$ cat config.mk
export PLATFORM = sky130hd
export DESIGN_NAME = wb_arbiter
export DESIGN_NICKNAME = d
export VERILOG_FILES = /design/src/rtl/wb_arbiter_pkg.sv /design/src/rtl/wb_scoreboard.sv /design/src/rtl/wb_arbiter.sv
export SDC_FILE = /design/constraint.sdc
export NUM_CORES = 1
export LEC_CHECK = 0
export ABC_CLOCK_PERIOD_IN_PS = 2900
export BUFFER_PORTS_ARGS = -buffer_cell sky130_fd_sc_hd__buf_4
export CAP_MARGIN = 15
export CORE_ASPECT_RATIO = 0.5
export CORE_MARGIN = 3
export CORE_UTILIZATION = 45
export CTS_CLUSTER_SIZE = 20
export DETAILED_ROUTE_END_ITERATION = 16
export PLACE_DENSITY = 0.76
export SETUP_SLACK_MARGIN = 0.3
export SLEW_MARGIN = 10
export SYNTH_ARGS = -nofsm -noshare
export SYNTH_HDL_FRONTEND = slang
export SYNTH_SLANG_ARGS = --single-unit
$ cat constraint.sdc
create_clock -name clk -period 2.9 [get_ports clk]
set_clock_uncertainty 0.05 [all_clocks]
set_input_delay 0.29 -clock clk [delete_from_list [all_inputs] [get_ports clk]]
set_output_delay 0.29 -clock clk [all_outputs]
set_load 0.02 [all_outputs]
$ cat src/rtl/wb_arbiter_pkg.sv
// Shared widths and writeback grant-select encodings for the integer register file write path.
package wb_arbiter_pkg;

    localparam int CPU_WIDTH      = 64;
    localparam int REG_ADDR_WIDTH = 5;
    localparam int REG_DATA_DEPTH = 32;

    localparam logic [1:0] WB_SRC_LD  = 2'd0;
    localparam logic [1:0] WB_SRC_CSR = 2'd1;
    localparam logic [1:0] WB_SRC_ALU = 2'd2;

    typedef enum logic [1:0] {
        SRC_LD   = WB_SRC_LD,
        SRC_CSR  = WB_SRC_CSR,
        SRC_ALU  = WB_SRC_ALU,
        SRC_NONE = 2'd3
    } wb_src_e;

endpackage

$ cat src/rtl/wb_scoreboard.sv
// Outstanding-load scoreboard: busy bit per register, sticky protocol error, decode read lookups.
// Latency: busy/err update at the clock edge; lookups are combinational.
// Backpressure: none; issues and responses are always absorbed.
module wb_scoreboard
    import wb_arbiter_pkg::*;
#(
    parameter int NREG = REG_DATA_DEPTH
) (
    input  logic                      clk,
    input  logic                      rst,
    input  logic                      ld_issue_vld_i,
    input  logic [REG_ADDR_WIDTH-1:0] ld_issue_rd_i,
    input  logic                      ld_rsp_vld_i,
    input  logic [REG_ADDR_WIDTH-1:0] ld_rsp_rd_i,
    input  logic [REG_ADDR_WIDTH-1:0] rd1_addr_i,
    input  logic [REG_ADDR_WIDTH-1:0] rd2_addr_i,
    output logic [NREG-1:0]           busy_o,
    output logic                      rd1_busy_o,
    output logic                      rd2_busy_o,
    output logic                      sb_err_o
);

    logic [NREG-1:0] busy_q, busy_d;
    logic            err_q, err_d;
    logic            issue_live;

    assign issue_live = ld_issue_vld_i && (ld_issue_rd_i != '0);

    always_comb begin
        busy_d = busy_q;
        // Clear before set so a same-cycle reissue leaves the register outstanding.
        if (ld_rsp_vld_i) busy_d[ld_rsp_rd_i] = 1'b0;
        if (issue_live)   busy_d[ld_issue_rd_i] = 1'b1;
        busy_d[0] = 1'b0;

        err_d = err_q
              | (issue_live && busy_q[ld_issue_rd_i])
              | (ld_rsp_vld_i && !busy_q[ld_rsp_rd_i]);
    end

    always_ff @(posedge clk) begin
        if (rst) begin
            busy_q <= '0;
            err_q  <= 1'b0;
        end else begin
            busy_q <= busy_d;
            err_q  <= err_d;
        end
    end

    assign busy_o     = busy_q;
    assign rd1_busy_o = busy_q[rd1_addr_i];
    assign rd2_busy_o = busy_q[rd2_addr_i];
    assign sb_err_o   = err_q;

endmodule

$ cat src/rtl/wb_arbiter.sv
// Writeback arbiter: load > CSR > ALU onto one register-file write port, with ALU anti-starvation.
// Latency: grant in cycle N appears on reg_wen/waddr/wdata in cycle N+1; one write per cycle.
// Backpressure: combinational csr_ready/alu_ready; held low behind a load response or a pending load to the same rd.
module wb_arbiter
    import wb_arbiter_pkg::*;
#(
    parameter int XLEN       = CPU_WIDTH,
    parameter int NREG       = REG_DATA_DEPTH,
    parameter int STARVE_MAX = 8
) (
    input  logic                      clk,
    input  logic                      rst,
    input  logic                      ld_rsp_valid,
    input  logic [REG_ADDR_WIDTH-1:0] ld_rsp_rd,
    input  logic [XLEN-1:0]           ld_rsp_data,
    input  logic                      ld_issue_valid,
    input  logic [REG_ADDR_WIDTH-1:0] ld_issue_rd,
    input  logic                      csr_valid,
    output logic                      csr_ready,
    input  logic [REG_ADDR_WIDTH-1:0] csr_waddr,
    input  logic [XLEN-1:0]           csr_wdata,
    input  logic                      alu_valid,
    output logic                      alu_ready,
    input  logic [REG_ADDR_WIDTH-1:0] alu_waddr,
    input  logic [XLEN-1:0]           alu_wdata,
    input  logic [REG_ADDR_WIDTH-1:0] reg1_raddr,
    input  logic [REG_ADDR_WIDTH-1:0] reg2_raddr,
    output logic                      hazard,
    output logic                      reg_wen,
    output logic [REG_ADDR_WIDTH-1:0] reg_waddr,
    output logic [XLEN-1:0]           reg_wdata,
    output logic                      sb_err
);

    localparam int SW = $clog2(STARVE_MAX + 1);

    logic [NREG-1:0]           busy;
    logic                      rd1_busy, rd2_busy;
    logic [SW-1:0]             starve_q, starve_d;
    logic                      promote, csr_go, alu_go;
    wb_src_e                   grant;
    logic [REG_ADDR_WIDTH-1:0] wr_addr;
    logic [XLEN-1:0]           wr_data;
    logic                      wen_q;
    logic [REG_ADDR_WIDTH-1:0] waddr_q;
    logic [XLEN-1:0]           wdata_q;

    wb_scoreboard #(.NREG(NREG)) u_sb (
        .clk            (clk),
        .rst            (rst),
        .ld_issue_vld_i (ld_issue_valid),
        .ld_issue_rd_i  (ld_issue_rd),
        .ld_rsp_vld_i   (ld_rsp_valid),
        .ld_rsp_rd_i    (ld_rsp_rd),
        .rd1_addr_i     (reg1_raddr),
        .rd2_addr_i     (reg2_raddr),
        .busy_o         (busy),
        .rd1_busy_o     (rd1_busy),
        .rd2_busy_o     (rd2_busy),
        .sb_err_o       (sb_err)
    );

    always_comb begin
        promote   = (starve_q == SW'(STARVE_MAX));
        csr_ready = !rst && !ld_rsp_valid && !promote && !busy[csr_waddr];
        alu_ready = !rst && !ld_rsp_valid && !(csr_valid && !promote) && !busy[alu_waddr];
        csr_go    = csr_valid && csr_ready;
        alu_go    = alu_valid && alu_ready;

        grant   = SRC_NONE;
        wr_addr = '0;
        wr_data = '0;
        if (ld_rsp_valid) begin
            grant   = SRC_LD;
            wr_addr = ld_rsp_rd;
            wr_data = ld_rsp_data;
        end else if (csr_go) begin
            grant   = SRC_CSR;
            wr_addr = csr_waddr;
            wr_data = csr_wdata;
        end else if (alu_go) begin
            grant   = SRC_ALU;
            wr_addr = alu_waddr;
            wr_data = alu_wdata;
        end

        // Only a CSR win counts as starvation; waits behind loads or busy rd do not.
        starve_d = starve_q;
        if (!alu_valid || alu_go)
            starve_d = '0;
        else if (csr_go && !promote)
            starve_d = starve_q + 1'b1;
    end

    always_ff @(posedge clk) begin
        if (rst) begin
            starve_q <= '0;
            wen_q    <= 1'b0;
            waddr_q  <= '0;
            wdata_q  <= '0;
        end else begin
            starve_q <= starve_d;
            wen_q    <= (grant != SRC_NONE) && (wr_addr != '0);
            if (grant != SRC_NONE) begin
                waddr_q <= wr_addr;
                wdata_q <= wr_data;
            end
        end
    end

    assign reg_wen   = wen_q;
    assign reg_waddr = waddr_q;
    assign reg_wdata = wdata_q;

    // Staged-write term covers the cycle between the busy clear and the register-file commit.
    assign hazard = rd1_busy | rd2_busy
                  | (wen_q && (waddr_q != '0) && ((waddr_q == reg1_raddr) || (waddr_q == reg2_raddr)));

endmodule

* Word level (Yosys, flattened, before mapping)
Cells that the tools add are included.
W data, S select, Z words.
** Operators by class
- Muxes and demuxes :: 27
- Eq/ne operators :: 4
- Bitwise logic cells :: 7
- Reduce and logical (&&, ||, !) cells :: 31
- $lt $le $gt $ge :: 8
- Add/sub/neg operators :: 1
** Operators by type and width (number)
- $mux W64 :: 3
- $mux W32 :: 2
- $lt A5 B6 Y1 const B :: 6
- $and A32 B32 Y32 :: 1
- $not A32 Y32 :: 1
- $or A32 B32 Y32 :: 1
- $bmux W1 S5 :: 6
- $logic_and A1 B1 Y1 :: 17
- $mux W5 :: 3
- $reduce_bool A5 Y1 :: 3
- $demux W1 S5 :: 2
- $eq A5 B5 Y1 :: 2
- $ge A5 B1 Y1 const B :: 2
- $mux W1 :: 9
- $logic_not A1 Y1 :: 8
- $add A4 B1 Y4 const B :: 1
- $eq A4 B4 Y1 const B :: 1
- $mux W2 :: 2
- $or A1 B1 Y1 :: 4
- $logic_or A1 B1 Y1 :: 2
- $ne A2 B2 Y1 const B :: 1
- $reduce_or A2 Y1 :: 1
** Storage, ports and cells
- Flip-flop bits (word level) :: 107
- Output and inout bits :: 74
- Bits of input ports :: 228
- Logic and storage cells :: 85

* Depth between registers and ports, before layout
Gate-level depths: netlist of run 1.
- Word-level depth :: 12
- Depth in mapped cells :: 11
- Depth with buffers taken out :: 9

* By module
Synthesis of run 1 repeated with hierarchy kept, for this count alone.
** Unflattened totals
- Cells, all modules :: 722
- Area total of the unflattened synthesis :: 6601.3 sq um
** Modules (own cells, without submodules)
- wb_arbiter :: cells each 458, times used 1, sequential area each 1481.4 sq um, area an instance 4237.8 sq um
- wb_scoreboard :: cells each 264, times used 1, sequential area each 640.6 sq um, area an instance 2363.5 sq um

* Worst setup path before layout of run 1
Ideal clock, no wire load.
- Path type :: input to register
- From :: in csr_waddr[1]
- To :: reg wdata_q[19], in the netlist reg_wdata[19]
- Slack :: 394 ps
- Data required time :: 2764 ps
- Buffers on the path :: 3
- Library setup time :: 86 ps
- Stages on the path :: 10
- Arrival time :: 2370 ps
- Cells stage by stage :: clkbuf_1 -> mux4_2 -> o22ai_1 -> o22ai_1 -> o21ai_2 -> clkbuf_2 -> clkbuf_1 -> and3_1 -> o22ai_1 -> a211oi_1
** On the way
- Cells in the longest elaborated chain, start to end :: 8
- Elaborated cells on any way between the ends :: 10
- Classes of those cells :: eq/ne (1); mux (6); reduce/logical (3)
** RTL lines
- start, declared :: RTL line wb_arbiter.sv:20 : input logic [REG_ADDR_WIDTH-1:0] csr_waddr,
- $bmux W1 S5 * :: RTL line wb_arbiter.sv:65 : csr_ready = !rst && !ld_rsp_valid && !promote && !busy[csr_waddr];
- $mux W1 (not written as such) * :: RTL line wb_arbiter.sv:65
- $logic_not A1 Y1 * :: RTL line wb_arbiter.sv:65
- $logic_and A1 B1 Y1 * :: RTL line wb_arbiter.sv:65
- $logic_and A1 B1 Y1 * :: RTL line wb_arbiter.sv:67 : csr_go = csr_valid && csr_ready;
- $mux W2 :: RTL line wb_arbiter.sv:77 : end else if (csr_go) begin
- $mux W2 :: RTL line wb_arbiter.sv:73 : if (ld_rsp_valid) begin
- $ne A2 B2 Y1 :: RTL line wb_arbiter.sv:104 : if (grant != SRC_NONE) begin
- end signal, assigned :: RTL line wb_arbiter.sv:106 : wdata_q <= wr_data;
- end, declared :: RTL line wb_arbiter.sv:46 : logic [XLEN-1:0] wdata_q;
Every way passes the cells marked *; elsewhere a longest branch is shown, timed or not. The select of a mux whose other input is x is not followed.
A chain may end at the register's enable or synchronous reset.

* Worst setup path in the final report of run 1
- From :: reg u_sb.busy_q[31], in the netlist u_sb.busy_o[31]
- To :: reg wdata_q[36], in the netlist reg_wdata[36]
** On the way
- Cells in the longest elaborated chain, start to end :: 9
- Elaborated cells on any way between the ends :: 17
- Classes of those cells :: eq/ne (1); mux (10); reduce/logical (6)
** RTL lines
- start, declared :: RTL line wb_scoreboard.sv:23 : logic [NREG-1:0] busy_q, busy_d;
- start signal, assigned :: RTL line wb_scoreboard.sv:46 : busy_q <= busy_d;
- $bmux W1 S5 :: RTL line wb_arbiter.sv:66 : alu_ready = !rst && !ld_rsp_valid && !(csr_valid && !promote) && !busy[alu_waddr];
- $mux W1 (not written as such) :: RTL line wb_arbiter.sv:66
- $logic_not A1 Y1 :: RTL line wb_arbiter.sv:66
- $logic_and A1 B1 Y1 :: RTL line wb_arbiter.sv:66
- $logic_and A1 B1 Y1 :: RTL line wb_arbiter.sv:68 : alu_go = alu_valid && alu_ready;
- $mux W1 :: RTL line wb_arbiter.sv:81 : end else if (alu_go) begin
- $mux W2 :: RTL line wb_arbiter.sv:77
- $mux W2 :: RTL line wb_arbiter.sv:73
- $ne A2 B2 Y1 :: RTL line wb_arbiter.sv:104
Several ways; a longest one is shown, not always the timed one. The select of a mux whose other input is x is not followed.

==> results of run 1 <==
per-layer routing:
layer,vias to the layer above,wire length (um),GRT usage (%)
met4,0,948,10.51
met2,434,13340,51.43
met5,-,0,0
li1,3613,-,-
met3,84,2087,5.143
met1,3708,10360,36.40
synth_stat cells, drive strengths merged, types with 3 or more instances:
master / number / area [um^2]
nand3: 9 / 45.04
and3: 68 / 425.4
nor3: 5 / 25.02
nor3b: 4 / 30.03
a21oi: 42 / 221.5
nand2: 117 / 439.2
and3b: 3 / 26.28
xnor2: 8 / 70.07
a22oi: 6 / 50.05
nand2b: 4 / 25.02
inv: 7 / 26.27
dfxtp: 106 / 2122
nor2b: 6 / 37.54
a211oi: 64 / 560.5
and2: 5 / 31.28
nand3b: 4 / 30.03
clkbuf: 55 / 207.7
o21ai: 41 / 209.0
buf: 20 / 145.1
o22ai: 68 / 425.4
xor2: 5 / 43.79
mux4: 41 / 923.4
mux2i: 21 / 210.2
nor2: 78 / 292.8
mux2: 10 / 112.6
cell families after synthesis:
family / count (synthesis)
and+or+nand+nor: 309
buffers and inverters: 82
DFF: 106
AOI/OAI and AO/OA: 239
adders and majority gates: 2
muxes: 72
xor gates and xnor gates: 13
sequential cells by signal (all words and copies together) (netlist names):
signal         cells
starve_q           4
reg_wdata         64
u_sb.busy_o       31
reg_wen            1
u_sb.sb_err_o      1
reg_waddr          5
worst register-to-register path: cells and delay by family (launching register included):
family                 cells  cell delay [ns]
buffers and inverters      4             0.61
and+or+nand+nor            1             0.17
muxes                      2             0.59
DFF                        1             0.40
AOI/OAI and AO/OA          4             0.61
final cells by class:
type / instances / area, um^2 / area share, %
Clock buffer: 9 / 225.2 / 2.267
Timing Repair Buffer: 333 / 2633 / 26.50
Multi-Input combinational cell: 635 / 4528 / 45.58
Tap cell: 198 / 247.7 / 2.494
Sequential cell: 106 / 2188 / 22.03
Clock inverter: 7 / 86.33 / 0.8690
Inverter: 7 / 26.28 / 0.2645
power by group:
part / leakage [nW] / internal (mW) / switching, mW
Combinational: 3.28 / 0.554 / 0.568
Sequential: 0.888 / 1.54 / 0.0694
Clock: 0.153 / 0.686 / 0.605
Total: 4.32 / 2.78 / 1.24
metrics by stage:
stage	total power, mW	util (%)
2_1_floorplan	2.188	-
3_3_place_gp	2.685	62.98
3_5_place_dp	2.703	62.98
4_1_cts	4.003	65.85
5_1_grt	4.184	67.23
6_report	4.019	67.23
repair_timing:
item,CTS,global route
cloned,1,2
hold buffers,0,0
setup buffers,3,7
pin swaps,2,6
resized for setup,26,39
endpoints found under the setup margin,36,68
path summary, 6_finish.rpt:
path                                                 start                         end  slack (ns)  cells past startpoint
worst max register to register  u_sb.busy_o[31]$_SDFF_PP0_  reg_wdata[36]$_SDFFE_PP0P_        0.30                     11
worst min-delay path                         alu_wdata[13]  reg_wdata[13]$_SDFFE_PP0P_        0.14                      3
worst max-delay path            u_sb.busy_o[31]$_SDFF_PP0_  reg_wdata[36]$_SDFFE_PP0P_        0.30                     11
worst min register to register  reg_wdata[49]$_SDFFE_PP0P_  reg_wdata[49]$_SDFFE_PP0P_        0.45                      2
==> impl_metrics.csv, run 1 <==
group,metric,value,unit
outcome,outcome,"finished, final reports clean",
cts,root_buffer,"clkbuf_16",
yosys,syn_nets,1053,
worst_setup_path,endpoint_kind,"flop",
worst_setup_path,critPathMostFrequentCell,"buf_4",
cts,clk_pin_slew,0.08,ns
yosys,synthAdderAreaFrac,0.3596,%
detailed_routing,ant_nets,0,
global_route,grt_max_degree,61,
placement,hpwl,19070,um
detailed_routing,avgRoutedWirePerCell,20.64,um
timing,worst_pin_slew,0.6932,ns
worst_setup_path,crit_slowest_cell,"mux4_2",
global_route,grt_pass1_wl,40130,um
timing,timing.slew.headroom,53.62,%
layout,drive_gt1_share,42.21,%
layout,design_area,0.009935,mm^2
layout,area_growth,42.75,%
timing,tns,0,ns
global_route,grt_pass1_vias,7541,
cts,cts-buffers-inserted,9,
worst_setup_path,required,3.05,ns
power_and_ir_drop,ir_drop,230.7,uV
yosys,synth_cells,823,
yosys,synth_edf_count,0,
detailed_routing,via_per_inst,6.053,
layout,n_antenna_cell,0,
timing,setup_viol,0,
layout,layout_commonest_cell,"buf_4",
timing,worst_hold_slack,0.1370,ns
yosys,synth_compound_area_share,23.30,%
floorplan,die_h,93.94,um
min_path,hold_class,"in -> reg",
detailed_routing,drc,0,
worst_setup_path,cp_num_buf_inv,4,
layout,most-common-layout-cells,"321 x buf_4, 117 x nand2_1, 83 x dfxtp_1",
worst_setup_path,path_cells,"mux2i_1 > mux4_2 > a22oi_2 > buf_4 > buf_4 > o21a_2 > o211ai_1 > buf_4 > buf_12 > nor2_1 > a211oi_1",
floorplan,initial_core_util,47.09,%
worst_setup_path,slowest_delay,0.49,ns
worst_setup_path,startpoint_type,"flop",
detailed_routing,vias,7839,
timing,maxSlewViolCount,0,
worst_setup_path,arrival,2.75,ns
timing,hold_violations,0,
placement,portBuffers,301,
cts,clk_latency,0.35,ns
power_and_ir_drop,leakagePower,4.321,nW
detailed_routing,drt_iter0_markers,780,
yosys,synthFlopType,"dfxtp_1",
layout,nets,1322,
yosys,synth_simple_gate_area_share,20.86,%
global_route,antenna_found_initial,0,
yosys,synthXorXnorAreaFrac,1.636,%
floorplan,die_w,181.9,um
placement,post-place-ws,0.2192,ns
yosys,synth_area,0.006959,mm^2
floorplan,ios,302,
cts,clkSinkCount,106,
timing,grt_setup_unrepaired,"true",
yosys,synth-seq-cells,106,
worst_setup_path,crit_family,"compound AO/OA/AOI/OAI gates",
yosys,ys_async_sr_fraction,0,%
worst_setup_path,worstSetupPathType,"reg -> reg",
timing,max_freq,384.3,MHz
placement,placed_area,0.009308,mm^2
placement,dp.cells,1266,
flow_run,cap_violations,0,
yosys,ys_types,53,
layout,fin_cells,1295,
yosys,avgSynthCellArea,8.456,um^2
global_route,grt_usage,29.23,%
yosys,synth_top_family_by_area,"compound AO/OA/AOI/OAI gates",
worst_setup_path,crit_fanout,32,
timing,period_minus_slack,2.602,ns
floorplan,core_area,0.01478,mm^2
detailed_routing,drtPass1Iterations,6,
layout,n_fill_cell,1240,
yosys,synth_warnings,0,
yosys,synth_mux_area_share,17.91,%
timing,setup_ws,0.2977,ns
yosys,seq_area_frac_synth,30.49,%
timing,fin_crit_sh,89.73,%
cts,cts.htree.levels,3,
power_and_ir_drop,power.density,404.5,mW/mm^2
floorplan,rows,31,
floorplan,fp.dieArea,0.01708,mm^2
placement,gp_congestion,0.9139,
cts,cts_tree,"built",
global_route,grt-ovfl-total,0,
detailed_routing,routed_wl,26730,um
cts,cts.path.max_buffers,2,
Note: power is estimated with default switching activity, not from simulation.
==> run 2: changes to the inputs <==
- PLACE_DENSITY: 0.76 -> 0.86
==> impl_metrics.csv, run 2 (synthesis results as in run 1) <==
group,metric,value,unit
layout,n_fill_cell,1140,
layout,n_antenna_cell,0,
cts,cts-buffers-inserted,9,
global_route,grt-ovfl-total,0,
placement,portBuffers,301,
cts,cts_hold_buf,0,
global_route,antenna_found_initial,0,
timing,worst_pin_slew,0.7461,ns
timing,maxSlewViolCount,0,
power_and_ir_drop,leakagePower,4.420,nW
timing,fin_crit_sh,92.34,%
cts,root_buffer,"clkbuf_16",
layout,drive_gt1_share,43.83,%
detailed_routing,drtPass1Iterations,6,
power_and_ir_drop,ir_drop,285.8,uV
timing,timing.slew.headroom,50.15,%
layout,area_growth,45.65,%
worst_setup_path,startpoint_type,"flop",
floorplan,rows,31,
global_route,grt_pass1_vias,7931,
floorplan,ios,302,
power_and_ir_drop,power.density,398.0,mW/mm^2
placement,post-place-ws,0.1937,ns
cts,clk_latency,0.35,ns
layout,largest_reg_flops,64,
timing,setup_ws,0.2222,ns
placement,hpwl,19620,um
floorplan,die_h,93.94,um
floorplan,fp.dieArea,0.01708,mm^2
min_path,hold_class,"in -> reg",
timing,tns,0,ns
cts,cts_tree,"built",
detailed_routing,routed_wl,29710,um
detailed_routing,drc,0,
floorplan,core_area,0.01478,mm^2
detailed_routing,avgRoutedWirePerCell,22.70,um
global_route,grt_usage,30.41,%
detailed_routing,vias,8319,
min_path,min-delay-start,"alu_wdata[37]",
worst_setup_path,cp-startpoint,"u_sb.busy_o[18]$_SDFF_PP0_",
worst_setup_path,endpoint_kind,"flop",
layout,layout_commonest_cell,"buf_4",
timing,hold_violations,0,
flow_run,cap_violations,0,
cts,clkSinkCount,106,
layout,most-common-layout-cells,"325 x buf_4, 117 x nand2_1, 80 x dfxtp_1",
floorplan,die_w,181.9,um
layout,nets,1336,
floorplan,initial_core_util,47.09,%
timing,setup_viol,0,
cts,cts.path.max_buffers,2,
placement,gp_congestion,1.051,
worst_setup_path,crit_fanout,5,
detailed_routing,ant_nets,0,
timing,max_freq,373.4,MHz
detailed_routing,via_per_inst,6.355,
cts,clk_pin_slew,0.08,ns
worst_setup_path,required,3.05,ns
worst_setup_path,r2r_start,"u_sb.busy_o[18]$_SDFF_PP0_",
outcome,outcome,"finished, final reports clean",
global_route,grt_pass1_wl,41640,um
detailed_routing,drt_iter0_markers,975,
worst_setup_path,arrival,2.83,ns
timing,period_minus_slack,2.678,ns
cts,cts.htree.levels,3,
timing,grt_setup_unrepaired,"true",
worst_setup_path,worstSetupPathType,"reg -> reg",
global_route,grt_max_degree,103,
[run 2: timing repair]
item | in CTS | in global routing
endpoints found under the setup margin | 38 | 68
gates resized for setup | 18 | 61
pin swaps | 2 | 11
setup buffers | 3 | 9
cloned | 0 | 8
[run 2: routing by layer]
metal	track usage (%)	vias up	wire length (um)
li1	-	3648	-
met3	7.425	154	3190
met2	51.61	630	14190
met4	13.11	0	1576
met1	37.20	3887	10760
met5	0	-	0
[run 2: area by class of cell]
type / instances / area [um^2] / area share, %
multi-input cells: 635 / 4607 / 45.45
repair buffers: 347 / 2791 / 27.54
flip-flops and latches: 106 / 2175 / 21.45
well taps: 198 / 247.7 / 2.444
clock buffers: 11 / 242.7 / 2.395
clock inverters: 5 / 46.29 / 0.4567
inverters: 7 / 26.28 / 0.2592
[run 2: stage by stage]
step	cell area [um^2]	power, mW	hold WS [ns]	utilization (%)	std cells
6_report	10140	4.034	0.1418	68.59	1309
5_1_grt	10140	4.166	0.1359	68.59	1309
4_1_cts	9691	3.928	0.1327	65.57	1291
3_5_place_dp	9328	2.703	0.4421	63.12	1272
3_3_place_gp	9328	2.676	0.4371	63.12	1272
2_1_floorplan	6959	2.188	0.3853	-	823
[run 2: where the power goes]
part	internal [mW]	total (mW)	switching, mW
Clock	0.623	1.24	0.617
Sequential	1.54	1.61	0.0694
Combinational	0.572	1.18	0.610
[run 2: path summary, 6_finish.rpt]
| path | to | slack (ns) | depth (start not counted) |
|---|---|---|---|
| max | reg_wen$_SDFF_PP0_ | 0.22 | 8 |
| min | reg_wdata[37]$_SDFFE_PP0P_ | 0.14 | 3 |
| max reg2reg | reg_wen$_SDFF_PP0_ | 0.22 | 8 |
| min reg2reg | reg_wdata[47]$_SDFFE_PP0P_ | 0.45 | 2 |
[run 2: critical path, cell delays in order (launching register included)]
cell      delay (ns)
dfxtp_2         0.37
buf_12          0.11
mux2i_2         0.08
mux4_2          0.48
a22o_4          0.30
a22o_4          0.29
buf_4           0.15
a222oi_1        0.50
a31oi_1         0.20
